===== src/rtl/booth_pkg.sv =====
// Shared definitions for the Booth multiplier result path.
// Holds the default operand width and the unloader state encoding.
package booth_pkg;

    localparam int WIDTH = 16;

    typedef enum logic [1:0] {
        IDLE    = 2'd0,
        SEND_LO = 2'd1,
        SEND_HI = 2'd2
    } unload_state_t;

endpackage


===== src/rtl/booth_result_unloader_if.sv =====
// Bundle of the unloader's capture-side and stream-side signals.
// The master modport is the unloader itself; slave is the environment around it.
interface booth_result_unloader_if
    import booth_pkg::*;
#(
    parameter int WIDTH = booth_pkg::WIDTH
);

    logic [2*WIDTH-1:0] product;
    logic               done;
    logic [WIDTH-1:0]   out_data;
    logic               out_valid;
    logic               out_last;
    logic               out_ready;
    logic               busy;
    logic               overflow;
    unload_state_t      dbg_state;

    // A word moves only in a cycle where out_valid && out_ready; once out_valid
    // rises, out_data/out_last stay stable until that handshake happens.
    modport master (
        input  product, done, out_ready,
        output out_data, out_valid, out_last, busy, overflow, dbg_state
    );

    modport slave (
        output product, done, out_ready,
        input  out_data, out_valid, out_last, busy, overflow, dbg_state
    );

endinterface


===== src/rtl/booth_result_unloader_product_register.sv =====
// Loadable holding register for the full-width multiplier product.
// Reset wins over load so a done coincident with reset is ignored.
module product_register #(
    parameter int W = 2 * booth_pkg::WIDTH
) (
    input  logic         clk,
    input  logic         reset,
    input  logic         load_i,
    input  logic [W-1:0] d_i,
    output logic [W-1:0] q_o
);

    logic [W-1:0] data_q;

    always_ff @(posedge clk) begin
        if (reset) begin
            data_q <= '0;
        end else if (load_i) begin
            data_q <= d_i;
        end
    end

    assign q_o = data_q;

endmodule


===== src/rtl/booth_result_unloader.sv =====
// Captures a 2*WIDTH product on done and streams it out as two WIDTH words,
// low half first, over a valid/ready handshake with registered outputs.
module booth_result_unloader
    import booth_pkg::*;
(
    input  logic                     clk,
    input  logic                     reset,
    booth_result_unloader_if.master  bus
);

    logic [2*WIDTH-1:0] held_q;
    logic               capture_d;
    logic               drop_d;
    unload_state_t      state_q;
    logic [WIDTH-1:0]   out_data_q;
    logic               out_valid_q;
    logic               out_last_q;
    logic               busy_q;
    logic               overflow_q;

    // Capture is allowed only when the holding register is free or is freed
    // by the high-half handshake in this same cycle.
    assign capture_d = bus.done &&
                       ((state_q == IDLE) || ((state_q == SEND_HI) && bus.out_ready));
    assign drop_d    = bus.done &&
                       ((state_q == SEND_LO) || ((state_q == SEND_HI) && !bus.out_ready));

    product_register #(
        .W (2 * WIDTH)
    ) u_product_register (
        .clk    (clk),
        .reset  (reset),
        .load_i (capture_d),
        .d_i    (bus.product),
        .q_o    (held_q)
    );

    always_ff @(posedge clk) begin
        if (reset) begin
            state_q     <= IDLE;
            out_data_q  <= '0;
            out_valid_q <= 1'b0;
            out_last_q  <= 1'b0;
            busy_q      <= 1'b0;
            overflow_q  <= 1'b0;
        end else begin
            if (drop_d) begin
                overflow_q <= 1'b1;
            end
            case (state_q)
                IDLE: begin
                    if (bus.done) begin
                        state_q     <= SEND_LO;
                        out_data_q  <= bus.product[WIDTH-1:0];
                        out_valid_q <= 1'b1;
                        out_last_q  <= 1'b0;
                        busy_q      <= 1'b1;
                    end
                end
                SEND_LO: begin
                    if (bus.out_ready) begin
                        state_q    <= SEND_HI;
                        out_data_q <= held_q[2*WIDTH-1:WIDTH];
                        out_last_q <= 1'b1;
                    end
                end
                SEND_HI: begin
                    if (bus.out_ready) begin
                        if (bus.done) begin
                            state_q    <= SEND_LO;
                            out_data_q <= bus.product[WIDTH-1:0];
                            out_last_q <= 1'b0;
                        end else begin
                            state_q     <= IDLE;
                            out_valid_q <= 1'b0;
                            out_last_q  <= 1'b0;
                            busy_q      <= 1'b0;
                        end
                    end
                end
                default: begin
                    state_q     <= IDLE;
                    out_valid_q <= 1'b0;
                    out_last_q  <= 1'b0;
                    busy_q      <= 1'b0;
                end
            endcase
        end
    end

    assign bus.out_data  = out_data_q;
    assign bus.out_valid = out_valid_q;
    assign bus.out_last  = out_last_q;
    assign bus.busy      = busy_q;
    assign bus.overflow  = overflow_q;
    assign bus.dbg_state = state_q;

endmodule


===== src/flat_wrapper.sv =====
// flat-port wrapper written by rule: the top's interface ports become plain ports
module booth_result_unloader_flat import booth_pkg::*;
  (clk, reset, bus_product, bus_done, bus_out_ready, bus_out_data, bus_out_valid, bus_out_last, bus_busy, bus_overflow, bus_dbg_state);
  booth_result_unloader_if #(.WIDTH((16))) bus_i ();
  input  logic clk;
  input  logic reset;
  input wire logic [$bits(bus_i.product)-1:0] bus_product;
  input wire logic [$bits(bus_i.done)-1:0] bus_done;
  input wire logic [$bits(bus_i.out_ready)-1:0] bus_out_ready;
  output wire logic [$bits(bus_i.out_data)-1:0] bus_out_data;
  output wire logic [$bits(bus_i.out_valid)-1:0] bus_out_valid;
  output wire logic [$bits(bus_i.out_last)-1:0] bus_out_last;
  output wire logic [$bits(bus_i.busy)-1:0] bus_busy;
  output wire logic [$bits(bus_i.overflow)-1:0] bus_overflow;
  output wire logic [$bits(bus_i.dbg_state)-1:0] bus_dbg_state;
  assign bus_i.product = bus_product;
  assign bus_i.done = bus_done;
  assign bus_i.out_ready = bus_out_ready;
  assign bus_out_data = bus_i.out_data;
  assign bus_out_valid = bus_i.out_valid;
  assign bus_out_last = bus_i.out_last;
  assign bus_busy = bus_i.busy;
  assign bus_overflow = bus_i.overflow;
  assign bus_dbg_state = bus_i.dbg_state;
  booth_result_unloader u_core (.clk(clk), .reset(reset), .bus(bus_i));
endmodule

===== config.mk =====
export PLATFORM = sky130hd
export DESIGN_NAME = booth_result_unloader_flat
export DESIGN_NICKNAME = d
export VERILOG_FILES = /design/src/rtl/booth_pkg.sv /design/src/rtl/booth_result_unloader_if.sv /design/src/rtl/booth_result_unloader_product_register.sv /design/src/rtl/booth_result_unloader.sv /design/src/flat_wrapper.sv
export SDC_FILE = /design/constraint.sdc
export NUM_CORES = 1
export LEC_CHECK = 0
export CAP_MARGIN = 5
export CORE_AREA = 2 2 79 81
export CTS_CLUSTER_DIAMETER = 30
export DETAILED_ROUTE_END_ITERATION = 12
export DIE_AREA = 0 0 81 83
export GPL_ROUTABILITY_DRIVEN = 0
export PLACE_DENSITY = 0.63
export SLEW_MARGIN = 20
export SYNTH_ARGS = -nofsm -noshare
export SYNTH_HDL_FRONTEND = slang
export SYNTH_HIERARCHICAL = 1
export SYNTH_SLANG_ARGS = --single-unit

===== constraint.sdc =====
create_clock -name clk -period 2.7 [get_ports clk]
set_clock_uncertainty 0.2 [all_clocks]
set_input_delay 0.54 -clock clk [delete_from_list [all_inputs] [get_ports clk]]
set_output_delay 0.54 -clock clk [all_outputs]
set_load 0.05 [all_outputs]

==> key figures, run 1 <==
Outcome
  – Status: complete, no violations

Synth
  – Synthesis Warnings: 6
  – Post-Synthesis Cells: 156
  – Avg Inst Size Synth: 10.82 sq um
  – Mapped Area: 1688 sq um
  – Synthesized Nets: 192

Global routing
  – Global route overflow: 0
  – Initial antenna violation count: 0
  – Largest net degree at the start of global routing: 38
  – Total GRT Usage: 11.20%
  – Vias in the first global route: 1243
  – First-pass GRT wire length: 5.954 mm

Placed design
  – Final HPWL DP: 2.446 mm
  – Port bufs: 57

Final layout
  – Layout overhead on the synthesized area: 39.81%
  – N_diodes: 0
  – Nets: 248
  – Multi-input logic area: 813.3 sq um
  – Final-layout fill cell count: 612
  – Layout cell share with drive strength beyond 1: 20.19%
  – Register Area: 740.7 sq um
  – Fin util: 40.58%

Timing
  – Slew HR: 44.52%
  – Final min period: 2.371 ns
  – Final setup vio count: 0
  – Setup TNS: 0 ns
  – Fmax: 421.7 MHz
  – Hold_ws: 0.2852 ns
  – Hold Fails Final Rpt: 0
  – Crit share post-route: 87.83%
  – Unrepaired setup endpoints after global routing: false
  – Slew @ Worst Pin: 0.8323 ns
  – Max Transition Viols Final: 0

Worst setup path
  – Arrival time at the worst endpoint: 1.63 ns
  – Critical Path Fanout Max: 6
  – Delay-heaviest family, CP: buffers and inverters
  – R2r worst-path depth: 5
  – Origin of the critical flop-to-flop path: u_core/bus.dbg_state[0]
  – Max stage delay cell, worst path: clkdlybuf4s50_1
  – Ordered list of cells on the worst path: clkdlybuf4s50_1
  – Crit path depth: 1
  – CP startpoint kind: register
  – End point of the critical path: bus_dbg_state[1]
  – WP data required: 1.96 ns
  – Worst path max stage delay: 0.87 ns
  – CP Buf/Inv Count: 1
  – Critical R2R Capture: u_core/u_product_register/q_o[31]
  – Crit path from: u_core/bus.dbg_state[1]
  – R2r setup slk: 0.99 ns
  – Setup CP Type: register to output port
  – Endpoint class of the critical path: output port

Power and ir drop
  – Pleak: 0.9656 nW
  – PD cells: 620.1 nW/um^2
  – Peak supply drop: 0.0002392 V

CTS
  – Clk slew on worst S/H paths: 0.07 ns
  – Longest Clk Path Bufs: 2
  – Postcts setup bufs: 0
  – CTS root buffer: clkbuf_8
  – H-Tree Depth: 2
  – TritonCTS clock tree: done
  – Clk sinks: 37
  – Post-CTS Hold Buffers: 0
  – CTS buffer count: 5
  – Post-cts resize count: 0
  – Clk_lat worst skew: 0.28 ns

Drt
  – Vias: 1267
  – Initial DRT Pass Iterations: 3
  – Final WL: 3.524 mm
  – DRT iter0 DRCs: 28
  – Vias per Instance: 4.399
  – Residual DRC: 0
  – Final ANT Viol Nets: 0
  – Routed len/inst: 12.24 um

Floorplanning
  – Core ar.: 5816 sq um
  – # rows: 28
  – Chip height: 83 um
  – Die W: 81 um
  – DIE AREA: 6723 sq um
  – Ports: 58
  – Initial Util: 29.02%

Job
  – Max-cap viol count: 0

Worst hold path
  – Hold WC Path Type: register to register
[state kept, by name (all words and copies together), names as in the netlist]
name                           flops
u_core/bus.out_data               16
u_core/u_product_register/q_o     16
u_core/bus.dbg_state               2
u_core/bus.busy                    1
u_core/bus.out_last                1
u_core/bus.overflow                1
[worst min path at each step]
| stage | startpoint | end | slack (ns) | cells past startpoint |
|---|---|---|---|---|
| floorplan | u_core/u_product_register/q_o[16] | u_core/u_product_register/q_o[16] | 0.26 | 2 |
| global placement | u_core/u_product_register/q_o[25] | u_core/u_product_register/q_o[25] | 0.27 | 2 |
| detailed placement | u_core/bus.overflow | u_core/bus.overflow | 0.27 | 2 |
| CTS | u_core/bus.overflow | u_core/bus.overflow | 0.29 | 2 |
| global route | u_core/bus.overflow | u_core/bus.overflow | 0.32 | 2 |
| finish | u_core/bus.overflow | u_core/bus.overflow | 0.29 | 2 |
[layer usage]
layer  GRT usage (%)  wire (um)
met3           3.913        281
met5               0          0
met2           16.75       1524
met1           14.73       1667
met4           4.160         50
[power by group]
group	internal [mW]	total (mW)	switching, mW
Combinational	0.179	0.419	0.239
Sequential	0.594	0.627	0.0323
Clock	0.231	0.418	0.187
[area by class of cell]
cell class	instances	area share (%)
clock buffer	7	4.083
clock inverter	1	0.2121
inverter	2	0.3181
multi-input combinational	104	34.46
sequential	37	31.39
tap	75	3.977
timing repair buffer	62	25.56
[per-stage QoR]
| stage | setup WS [ns] | power [mW] | instance area [sq um] | instances |
|---|---|---|---|---|
| after floorplan | 0.7439 | 0.9347 | 1688 | 156 |
| after global placement | 0.3794 | 1.058 | 2258 | 280 |
| after detailed placement | 0.3293 | 1.061 | 2258 | 280 |
| after CTS | 0.3190 | 1.490 | 2360 | 288 |
| after global routing | 0.2884 | 1.544 | 2360 | 288 |
| final | 0.3285 | 1.463 | 2360 | 288 |
[cells in the final DEF, fill, tap and decap left out, types with 3 or more instances in the layout]
master,count
nor2_1,27
dfxtp_1,37
clkdlybuf4s50_1,56
nand2b_1,3
clkbuf_8,7
a211oi_2,14
mux2i_1,33
buf_4,5
nor2_2,14
Power figures use the tool's default switching activity.
==> inputs of run 2 (changes only) <==
CORE_AREA = 2 2 71 73   (was 2 2 79 81)
DIE_AREA = 0 0 73 75   (was 0 0 81 83)
PLACE_DENSITY = 0.77   (was 0.63)
==> key figures, run 2 (synthesized netlist as in run 1, its figures left out) <==
Worst hold path
  – Hold WC Path Type: register to register
  – Worst Hold Depth: 2 (unchanged)

Global routing
  – Total GRT Usage: 14.18% (+3.0 points)
  – First-pass GRT wire length: 5.823 mm (-2.2%)
  – Initial antenna violation count: 0 (unchanged)
  – Vias in the first global route: 1300 (+4.6%)
  – Largest net degree at the start of global routing: 38 (unchanged)
  – Global route overflow: 0 (unchanged)

CTS
  – Clk sinks: 37 (unchanged)
  – Post-CTS Hold Buffers: 0 (unchanged)
  – CTS buffer count: 5 (unchanged)
  – TritonCTS clock tree: done
  – CTS root buffer: clkbuf_8
  – Post-cts resize count: 0 (unchanged)
  – Clk slew on worst S/H paths: 0.08 ns (about the same)
  – Longest Clk Path Bufs: 2 (unchanged)
  – H-Tree Depth: 2 (unchanged)
  – Clk_lat worst skew: 0.29 ns (about the same)
  – Postcts setup bufs: 0 (unchanged)

Placed design
  – Final HPWL DP: 2.414 mm (-1.3%)
  – Placed Cells: 258 (-7.9%)
  – Worst slack, placed: 0.3500 ns (+0.02063 ns)
  – Post-placement cell area: 2237 sq um (-0.94%)
  – Port bufs: 57 (unchanged)

Final layout
  – Fin util: 50.58% (+10 points)
  – Design Area, Final: 2357 sq um (-0.11%)
  – Most common cell after layout, fill and taps aside: clkdlybuf4s50_1
  – N_diodes: 0 (unchanged)
  – Layout overhead on the synthesized area: 39.66%
  – Post-route insts no fill: 266 (-7.6%)
  – Layout cell share with drive strength beyond 1: 19.81% (-0.38 points)
  – Most frequent cells in the layout: clkdlybuf4s50_1, dfxtp_1, mux2i_1, nor2_1
  – Nets: 247 (-0.40%)

Worst setup path
  – Delay-heaviest family, CP: buffers and inverters
  – Critical Path Fanout Max: 8 (+2)
  – CP Buf/Inv Count: 1 (unchanged)
  – Endpoint class of the critical path: output port
  – Arrival time at the worst endpoint: 1.62 ns (about the same)
  – Setup CP Type: register to output port
  – R2r worst-path depth: 4 (-1)
  – WP data required: 1.96 ns (about the same)
  – Ordered list of cells on the worst path: clkdlybuf4s50_1
  – Crit path depth: 1 (unchanged)
  – Max stage delay cell, worst path: clkdlybuf4s50_1
  – Worst path max stage delay: 0.86 ns (about the same)
  – CP startpoint kind: register

Job
  – Max-cap viol count: 0 (unchanged)

Floorplanning
  – Ports: 58 (unchanged)
  – Core ar.: 4661 sq um (-20%)
  – Initial Util: 36.21% (+7.2 points)
  – Chip height: 75 um (-9.6%)
  – # rows: 25 (-11%)
  – DIE AREA: 5475 sq um (-19%)
  – Die W: 73 um (-9.9%)

Timing
  – Slew HR: 45.54% (+1.0 points)
  – Final setup vio count: 0 (unchanged)
  – Unrepaired setup endpoints after global routing: false
  – Hold Fails Final Rpt: 0 (unchanged)
  – Crit share post-route: 87.45% (-0.39 points)
  – PnR worst setup slack: 0.3389 ns (+0.01044 ns)
  – Max Transition Viols Final: 0 (unchanged)
  – Final min period: 2.361 ns (-0.01044 ns)
  – Fmax: 423.5 MHz (+0.44%)
  – Setup TNS: 0 ns (unchanged)
  – Slew @ Worst Pin: 0.8169 ns (-0.01534 ns)

Drt
  – Vias per Instance: 4.763 (+8.3%)
  – Initial DRT Pass Iterations: 4 (+1)
  – DRT iter0 DRCs: 45 (+61%)
  – Residual DRC: 0 (unchanged)
  – Routed len/inst: 13.37 um (+9.3%)
  – Final WL: 3.556 mm (+0.91%)
  – Vias: 1267 (unchanged)
  – Final ANT Viol Nets: 0 (unchanged)

Power and ir drop
  – Pleak: 0.9689 nW (+0.35%)
  – PD cells: 657.2 nW/um^2 (+6.0%)
  – Peak supply drop: 0.0004039 V (+69%)

Outcome
  – Status: complete, no violations
## run 2: worst paths after layout
check                                         endpoint                    start  slack, ns
worst max-delay path                  bus_dbg_state[0]  u_core/bus.dbg_state[0]       0.34
worst max register to register  u_core/bus.out_data[6]  u_core/bus.dbg_state[1]       0.91
worst min register to register     u_core/bus.overflow      u_core/bus.overflow       0.27
worst min-delay path               u_core/bus.overflow      u_core/bus.overflow       0.27
## run 2: layout make-up
cell class | instances | area, sq um
Clock inverter | 2 | 37.54
Fill cell | 450 | 2303
Clock buffer | 6 | 82.58
Sequential cell | 37 | 740.7
Tap cell | 54 | 67.56
Inverter | 2 | 7.507
Timing Repair Buffer | 61 | 608.1
Multi-Input combinational cell | 104 | 813.3
## run 2: report_power, final
| part | internal [mW] | switching, mW |
|---|---|---|
| Sequential | 0.594 | 0.0320 |
| Clock | 0.300 | 0.201 |
| Combinational | 0.182 | 0.240 |
## run 2: metrics by stage
stage / power [mW] / hold slack, ns
5_1_grt: 1.627 / 0.3196
4_1_cts: 1.570 / 0.2880
6_report: 1.549 / 0.2745
2_1_floorplan: 0.9347 / 0.2596
3_3_place_gp: 1.059 / 0.2522
3_5_place_dp: 1.064 / 0.2690
## run 2: metal layers
| layer | up-vias | track usage (%) | wire length, um |
|---|---|---|---|
| met5 | - | 0 | 0 |
| met4 | 0 | 6.173 | 42 |
| met3 | 4 | 5.890 | 198 |
| met2 | 36 | 23.92 | 1739 |
| met1 | 581 | 15.75 | 1574 |
| li1 | 646 | - | - |
